**src/rtl/pe_ec_scheduler.sv**
```systemverilog
// Control sequencer for one PE_EC encoder element: weight load handshake, then a raster
// walk of pooled output positions (window read, PE strobe, valid/ready handoff to writeback).
module pe_ec_scheduler #(
    parameter int POOL_H   = 2,
    parameter int POOL_W   = 2,
    parameter int STRIDE_H = 1,
    parameter int STRIDE_W = 1,
    parameter int OUT_H    = 8,
    parameter int OUT_W    = 8,
    parameter int ADDR_W   = 8,
    parameter int RD_LAT   = 1,
    parameter int PE_LAT   = 1
) (
    input  logic              i_clk,
    input  logic              i_rst,
    input  logic              i_start,
    input  logic              i_abort,
    output logic              o_busy,
    output logic              o_done,
    output logic              o_wgt_req,
    input  logic              i_wgt_ack,
    output logic              o_rd_en,
    output logic [ADDR_W-1:0] o_rd_row,
    output logic [ADDR_W-1:0] o_rd_col,
    output logic              o_pe_in_en,
    output logic              o_pe_s,
    output logic              o_out_valid,
    input  logic              i_out_ready,
    output logic [ADDR_W-1:0] o_out_row,
    output logic [ADDR_W-1:0] o_out_col
);

    localparam int WAIT_W = 16;
    localparam logic [ADDR_W-1:0] ROW_STEP = ADDR_W'(POOL_H * STRIDE_H);
    localparam logic [ADDR_W-1:0] COL_STEP = ADDR_W'(POOL_W * STRIDE_W);
    localparam logic [ADDR_W-1:0] LAST_ROW = ADDR_W'(OUT_H - 1);
    localparam logic [ADDR_W-1:0] LAST_COL = ADDR_W'(OUT_W - 1);
    localparam logic [WAIT_W-1:0] RD_WAIT  = WAIT_W'(RD_LAT);
    localparam logic [WAIT_W-1:0] PE_WAIT  = WAIT_W'(PE_LAT);

    typedef enum logic [2:0] {
        S_IDLE,
        S_LOADW,
        S_FETCH,
        S_COMPUTE,
        S_EMIT,
        S_DONE
    } state_t;

    state_t            r_state;
    state_t            w_next;
    logic [ADDR_W-1:0] r_row;
    logic [ADDR_W-1:0] r_col;
    logic [WAIT_W-1:0] r_wait;
    logic              w_transfer;
    logic              w_last;

    assign w_transfer = (r_state == S_EMIT) && i_out_ready;
    assign w_last     = (r_row == LAST_ROW) && (r_col == LAST_COL);

    always_ff @(posedge i_clk or posedge i_rst) begin
        if (i_rst) begin
            r_state <= S_IDLE;
        end else begin
            r_state <= w_next;
        end
    end

    // Abort overrides every transition; in IDLE it simply keeps the FSM idle.
    always_comb begin
        w_next = r_state;
        if (i_abort) begin
            w_next = S_IDLE;
        end else begin
            case (r_state)
                S_IDLE:    if (i_start)            w_next = S_LOADW;
                S_LOADW:   if (i_wgt_ack)          w_next = S_FETCH;
                S_FETCH:   if (r_wait == RD_WAIT)  w_next = S_COMPUTE;
                S_COMPUTE: if (r_wait == PE_WAIT)  w_next = S_EMIT;
                S_EMIT:    if (i_out_ready)        w_next = w_last ? S_DONE : S_FETCH;
                S_DONE:                            w_next = S_IDLE;
                default:                           w_next = S_IDLE;
            endcase
        end
    end

    // r_wait counts cycles spent in FETCH/COMPUTE; zero marks the strobe cycle of each.
    always_ff @(posedge i_clk or posedge i_rst) begin
        if (i_rst) begin
            r_wait <= '0;
            r_row  <= '0;
            r_col  <= '0;
        end else begin
            if (w_next != r_state) begin
                r_wait <= '0;
            end else if ((r_state == S_FETCH) || (r_state == S_COMPUTE)) begin
                r_wait <= r_wait + 1'b1;
            end

            if (i_abort || (r_state == S_IDLE)) begin
                r_row <= '0;
                r_col <= '0;
            end else if (w_transfer) begin
                if (w_last) begin
                    r_row <= '0;
                    r_col <= '0;
                end else if (r_col == LAST_COL) begin
                    r_col <= '0;
                    r_row <= r_row + 1'b1;
                end else begin
                    r_col <= r_col + 1'b1;
                end
            end
        end
    end

    always_comb begin
        o_busy      = (r_state != S_IDLE);
        o_pe_s      = (r_state != S_IDLE);
        o_done      = (r_state == S_DONE);
        o_wgt_req   = (r_state == S_LOADW);
        o_rd_en     = (r_state == S_FETCH) && (r_wait == '0);
        o_pe_in_en  = (r_state == S_COMPUTE) && (r_wait == '0);
        o_out_valid = (r_state == S_EMIT);
        o_rd_row    = r_row * ROW_STEP;
        o_rd_col    = r_col * COL_STEP;
        o_out_row   = r_row;
        o_out_col   = r_col;
    end

endmodule

```
**config.mk**
```make
export PLATFORM = sky130hd
export DESIGN_NAME = pe_ec_scheduler
export DESIGN_NICKNAME = d
export VERILOG_FILES = /design/src/rtl/pe_ec_scheduler.sv
export SDC_FILE = /design/constraint.sdc
export NUM_CORES = 1
export LEC_CHECK = 0
export ABC_AREA = 0
export BUFFER_PORTS_ARGS = -buffer_cell sky130_fd_sc_hd__buf_2
export CAP_MARGIN = 20
export CORE_MARGIN = 2
export CORE_UTILIZATION = 45
export DETAILED_ROUTE_END_ITERATION = 16
export GPL_ROUTABILITY_DRIVEN = 0
export HOLD_SLACK_MARGIN = 0.02
export MAX_ROUTING_LAYER = met4
export PLACE_DENSITY = 0.67
export SLEW_MARGIN = 20
export SYNTH_ARGS = -nofsm -noshare
export SYNTH_HDL_FRONTEND = slang
export SYNTH_SLANG_ARGS = --single-unit
```
**constraint.sdc**
```tcl
create_clock -name i_clk -period 2.5 [get_ports i_clk]
set_clock_uncertainty 0.2 [all_clocks]
set_input_delay 0.5 -clock i_clk [delete_from_list [all_inputs] [get_ports i_clk]]
set_output_delay 0.5 -clock i_clk [all_outputs]
set_load 0.05 [all_outputs]
```
==> impl_metrics.env, run 1 <==
export IMPL_status="finished, final reports clean"
export IMPL_grt_first_pass_wirelength_um=8220
export IMPL_preCtsSetupSlack_ns=0.237
export IMPL_hold_class="in2async"
export IMPL_cp_end_kind="output port"
export IMPL_final_core_util_pct=55.4
export IMPL_place_hpwl_um=3560
export IMPL_r2r_cells=6
export IMPL_viasPerCell=5.32
export IMPL_holdWs_ns=0.101
export IMPL_worst_r2r_endpoint="r_wait[3]"
export IMPL_placed_cells=348
export IMPL_async_flop_share_pct=100
export IMPL_synthFlopType="dfrtp_1"
export IMPL_crit_chain="or4_4 -> nor2_2 -> nand4_1 -> nor2_1 -> buf_6"
export IMPL_h_tree_depth=2
export IMPL_cts_tree="yes"
export IMPL_first_pass_iters=4
export IMPL_totalWireLength_um=4900
export IMPL_grt_ovfl_total=0
export IMPL_portBuffers=42
export IMPL_leakagePower_nw=1.29
export IMPL_fill_cells=448
export IMPL_power_density_mw_per_mm2=476
export IMPL_syn_area_sq_mm=0.00226
export IMPL_synth_edf_count=0
export IMPL_drv_slew=0
export IMPL_final_hold_viol_count=0
export IMPL_die_y_um=74.9
export IMPL_synth_cell_type_count=56
export IMPL_setup_viol=0
export IMPL_ant_nets=0
export IMPL_dieWidth_um=74.9
export IMPL_wl_per_cell_um=13.6
export IMPL_slew_headroom_pct=60.5
export IMPL_syn_area_per_cell_sq_um=9.15
export IMPL_max_freq_mhz=406
export IMPL_num_io_pins=45
export IMPL_num_rows=25
export IMPL_r2r_setup_slack_ns=0.28
export IMPL_drive_gt1_share_pct=30.4
export IMPL_timing_rr_start="o_out_col[4]"
export IMPL_cp_start_kind="register"
export IMPL_cts_buffer_depth=2
export IMPL_synthCells=247
export IMPL_peakVddDrop_v=0.000269
export IMPL_nNetsFinal=303
export IMPL_n_antenna_cell=0
export IMPL_crit_start="r_wait[9]"
export IMPL_grt_pass1_vias=1720
export IMPL_crit_buf_inv=1
export IMPL_antenna_found_initial=0
export IMPL_synth_yosys_seq_area_share_pct=38.7
export IMPL_period_share_pct=98.6
export IMPL_cts_sinks=35
export IMPL_clkLatencyLatePin_ns=0.28
export IMPL_syn_to_final_growth_pct=17.3
export IMPL_arrival_ns=1.77
export IMPL_core_area_sq_mm=0.00479
export IMPL_worst_slew_pin_slew_ns=0.589
export IMPL_cts_clk_slew_worst_paths_ns=0.07
export IMPL_final_cells=360
export IMPL_rsz0062_at_grt="yes"
export IMPL_layout_setup_ws_ns=0.0348
export IMPL_cp_required_ns=1.80
export IMPL_cts_buffers=5
export IMPL_grt_max_degree=36
export IMPL_cap_violations=0
export IMPL_yosys_warnings=0
export IMPL_first_iter_violations=124
export IMPL_path_depth=5
export IMPL_post_route_drc_count=0
export IMPL_crit_slowest_cell="or4_4"
export IMPL_tns_ns=0
export IMPL_crit_path_max_incr_delay_ns=0.54
export IMPL_die_area_sq_mm=0.00561
export IMPL_ctsHoldBuffers=0
export IMPL_root_buffer="clkbuf_8"
export IMPL_layout_min_cycle_time_ns=2.47
export IMPL_routed_via_count=1916
export IMPL_crit_fanout=3
export IMPL_timing_worst_setup_path_type="reg2out"
export IMPL_grt_usage_pct=19.7
export IMPL_cpLargestDelayFamily="simple AND/OR/NAND/NOR gates"
export IMPL_start_util_pct=47.2
export IMPL_ys_ff_latch=35
-- placed cells by master (no fill, tap or decap), types with 3 or more instances in the layout --
| master | instances |
|---|---|
| o21ai_0 | 3 |
| and4_1 | 4 |
| nor4_1 | 4 |
| nor3_1 | 9 |
| dfrtp_1 | 34 |
| xnor2_1 | 9 |
| o21ai_1 | 7 |
| xor2_1 | 9 |
| nor2_1 | 21 |
| a22o_1 | 4 |
| clkbuf_8 | 5 |
| nand3_1 | 5 |
| nor3b_1 | 3 |
| and3_1 | 7 |
| nor2b_1 | 6 |
| a21oi_1 | 12 |
| buf_2 | 40 |
| buf_4 | 18 |
| ha_1 | 5 |
| nand4_1 | 8 |
| inv_1 | 7 |
| nor2_2 | 11 |
| nand2_1 | 19 |
-- tightest hold or removal path, cell delays in order --
cell	delay, ns
buf_2	0.10
inv_1	0.04
buf_4	0.38
-- flip-flops by register name, indices dropped and copies added (netlist names) --
name and count:
o_out_col 8, o_out_row 8, r_state 3, r_wait 16
-- power breakdown --
group	switching [mW]	internal [mW]	total (mW)	leakage, nW
logic	0.185	0.0908	0.276	0.765
clock network	0.198	0.195	0.393	0.0422
registers	0.0164	0.576	0.592	0.485
-- stage by stage --
stage                     instance area, sq um  total power, mW
after floorplan                           2260            0.819
after global placement                    2520            0.875
after detailed placement                  2520            0.877
after CTS                                 2630             1.28
after global routing                      2650             1.33
final                                     2650             1.26
-- repair_timing --
action                                 4_1_cts  5_1_grt
setup endpoints to repair                    2        2
resized for setup                            5        3
buffers inserted                             2        2
endpoints found under the hold margin        0        0
pin swaps                                    1        5
-- per-layer routing --
layer | track usage [%] | routed length (um)
met1 | 29.1 | 2490
met2 | 27.2 | 2160
met3 | 3.88 | 191
met4 | 6.15 | 65
met5 | - | 0
-- layout make-up --
| class | instances | area (sq um) | area share (%) |
|---|---|---|---|
| multi-input cells | 180 | 1200 | 45.2 |
| flip-flops and latches | 35 | 877 | 33.1 |
| repair buffers | 61 | 378 | 14.3 |
| well taps | 67 | 83.8 | 3.16 |
| clock buffers | 7 | 76.3 | 2.88 |
| inverters | 9 | 33.8 | 1.27 |
| clock inverters | 1 | 5.00 | 0.189 |
-- worst max-delay path by stage --
| stage | end | slack, ns |
|---|---|---|
| after floorplan | o_pe_in_en | -0.17 |
| after detailed placement | o_pe_in_en | 0.24 |
| after CTS | o_rd_en | 0.002 |
| after global routing | o_pe_in_en | -0.06 |
| after global placement | o_rd_en | 0.24 |
| final | o_pe_in_en | 0.03 |
-- synth_stat cells, drive strengths merged (6+ instances only) --
library cell	n	area [sq um]
dfrtp	35	876
nor2	32	145
buf	21	156
nand2	19	71.3
a21oi	12	60.1
o21ai	10	50.0
inv	9	33.8
nor3	9	45.0
xnor2	9	78.8
xor2	9	78.8
nand4	8	50.1
and3	7	43.8
nor2b	6	37.5
-- cell families (layout without fill, tap and decap cells) --
group	Yosys count	count (layout)	share of synthesized area (%)
AOI/OAI and AO/OA	41	41	13.3
xor gates and xnor gates	18	18	6.97
adders and majority gates	5	5	2.77
buffers and inverters	33	78	8.91
DFF	35	35	38.7
muxes	2	2	0.941
other	1	2	0.166
and+or+nand+nor	112	112	28.2
No activity file was read; power rests on OpenSTA's default activity.
==> run 2: changes to the inputs <==
PLACE_DENSITY = 0.77   (was 0.67)
clock period = 2.19 ns   (was 2.5 ns; I/O delays follow)
==> impl_metrics.env, run 2 (synthesis gave the netlist of run 1 again) <==
export IMPL_status="complete, but fails checks"
export IMPL_violations="setup timing"
export IMPL_fill_cells=429
export IMPL_post_route_drc_count=0
export IMPL_cap_violations=0
export IMPL_max_flop_register="r_wait"
export IMPL_final_design_area_no_fill_sq_mm=0.00304
export IMPL_setup_viol=18
export IMPL_ctsHoldBuffers=0
export IMPL_peakVddDrop_v=0.000382
export IMPL_root_buffer="clkbuf_8"
export IMPL_num_rows=25
export IMPL_cts_sinks=35
export IMPL_grt_pass1_vias=1874
export IMPL_leakagePower_nw=1.42
export IMPL_tns_ns=-1.84
export IMPL_first_pass_iters=4
export IMPL_totalWireLength_um=5500
export IMPL_drive_gt1_share_pct=41.9
export IMPL_first_iter_violations=162
export IMPL_cts_tree="yes"
export IMPL_layout_common_cells="39 x buf_2, 38 x buf_4, 30 x dfrtp_1, 19 x nand2_1, 18 x nor2_4"
export IMPL_h_tree_depth=2
export IMPL_final_core_util_pct=63.4
export IMPL_grt_first_pass_wirelength_um=8350
export IMPL_cp_start_kind="register"
export IMPL_nNetsFinal=325
export IMPL_layout_setup_ws_ns=-0.389
export IMPL_p_total_mw=1.61
export IMPL_clkLatencyLatePin_ns=0.29
export IMPL_cp_end_kind="output port"
export IMPL_grt_max_degree=36
export IMPL_n_antenna_cell=0
export IMPL_crit_fanout=2
export IMPL_largest_reg_flops=16
export IMPL_core_area_sq_mm=0.00479
export IMPL_cp_required_ns=1.55
export IMPL_rsz0062_at_grt="yes"
export IMPL_layout_commonest_cell="buf_2"
export IMPL_period_share_pct=118
export IMPL_hold_class="in2async"
export IMPL_max_freq_mhz=388
export IMPL_syn_to_final_growth_pct=34.3
export IMPL_antenna_found_initial=0
export IMPL_drv_slew=0
export IMPL_dieWidth_um=74.9
export IMPL_cts_clk_slew_worst_paths_ns=0.07
export IMPL_die_area_sq_mm=0.00561
export IMPL_grt_ovfl_total=0
export IMPL_wl_per_cell_um=14.4
export IMPL_preCtsSetupSlack_ns=-0.158
export IMPL_cts_buffers=5
export IMPL_portBuffers=42
export IMPL_arrival_ns=1.94
export IMPL_power_density_mw_per_mm2=530
export IMPL_layout_min_cycle_time_ns=2.58
export IMPL_routed_via_count=2109
export IMPL_ant_nets=0
export IMPL_start_util_pct=47.2
export IMPL_placed_area_sq_mm=0.00274
export IMPL_final_hold_viol_count=0
export IMPL_viasPerCell=5.52
export IMPL_grt_usage_pct=20.4
export IMPL_place_hpwl_um=3720
export IMPL_timing_worst_setup_path_type="reg2out"
export IMPL_die_y_um=74.9
export IMPL_cts_buffer_depth=2
export IMPL_num_io_pins=45
-- run 2: cell types whose count changed in the layout (fill, tap and decap cells not counted), sizes merged --
cell / before / now
clkinv: 1 / 0
buf: 61 / 81
clkbuf: 7 / 10
-- run 2: critical path, stage by stage, from the launching register on --
cell	delay (ns)
dfrtp_1	0.39
or4_4	0.55
nor2_2	0.12
nand4_1	0.24
nor2_4	0.18
buf_6	0.16
-- run 2: path summary, 6_finish.rpt --
check                             start            to  slack [ns]  cells after the start
setup / recovery              r_wait[8]       o_rd_en       -0.39                      5
hold / removal                    i_rst  o_out_row[0]        0.03                      3
setup reg to reg              r_wait[8]     r_wait[4]       -0.09                      6
hold reg to reg            o_out_row[1]  o_out_row[1]        0.36                      1
max in group asynchronous         i_rst  o_out_col[0]        1.43                      3
min in group i_clk              i_abort    r_state[2]        0.27                      2
-- run 2: metal layers --
metal | up-vias | GRT usage, % | wire length (um)
met1 | 1055 | 23.8 | 2330
met3 | 8 | 4.69 | 209
met4 | 0 | 7.94 | 86
li1 | 999 | - | -
met5 | - | - | 0
met2 | 47 | 34.0 | 2870
-- run 2: power by group --
| part | leakage, nW | switching (mW) | internal (mW) |
|---|---|---|---|
| clock network | 0.0515 | 0.245 | 0.287 |
| registers | 0.479 | 0.00840 | 0.657 |
| logic | 0.887 | 0.266 | 0.144 |
-- run 2: stage by stage --
| stage | hold WS (ns) | cells |
|---|---|---|
| after floorplan | 0.308 | 248 |
| after global placement | 0.344 | 371 |
| after detailed placement | 0.343 | 371 |
| after CTS | 0.0415 | 380 |
| after global routing | 0.0781 | 382 |
| final | 0.0312 | 382 |
-- run 2: area by class of cell --
| cell class | count | area, sq um | area share (%) |
|---|---|---|---|
| Timing Repair Buffer | 83 | 571 | 18.8 |
| Clock buffer | 8 | 100 | 3.30 |
| Sequential cell | 35 | 882 | 29.1 |
| Multi-Input combinational cell | 180 | 1370 | 45.0 |
| Inverter | 9 | 33.8 | 1.11 |
| Tap cell | 67 | 83.8 | 2.76 |
-- run 2: repair_timing --
item	4_1_cts	5_1_grt
setup endpoints to repair	18	32
buffers inserted	1	1
gates cloned	0	1
gates resized for setup	5	30
hold endpoints to repair	0	0
pin swaps	3	24
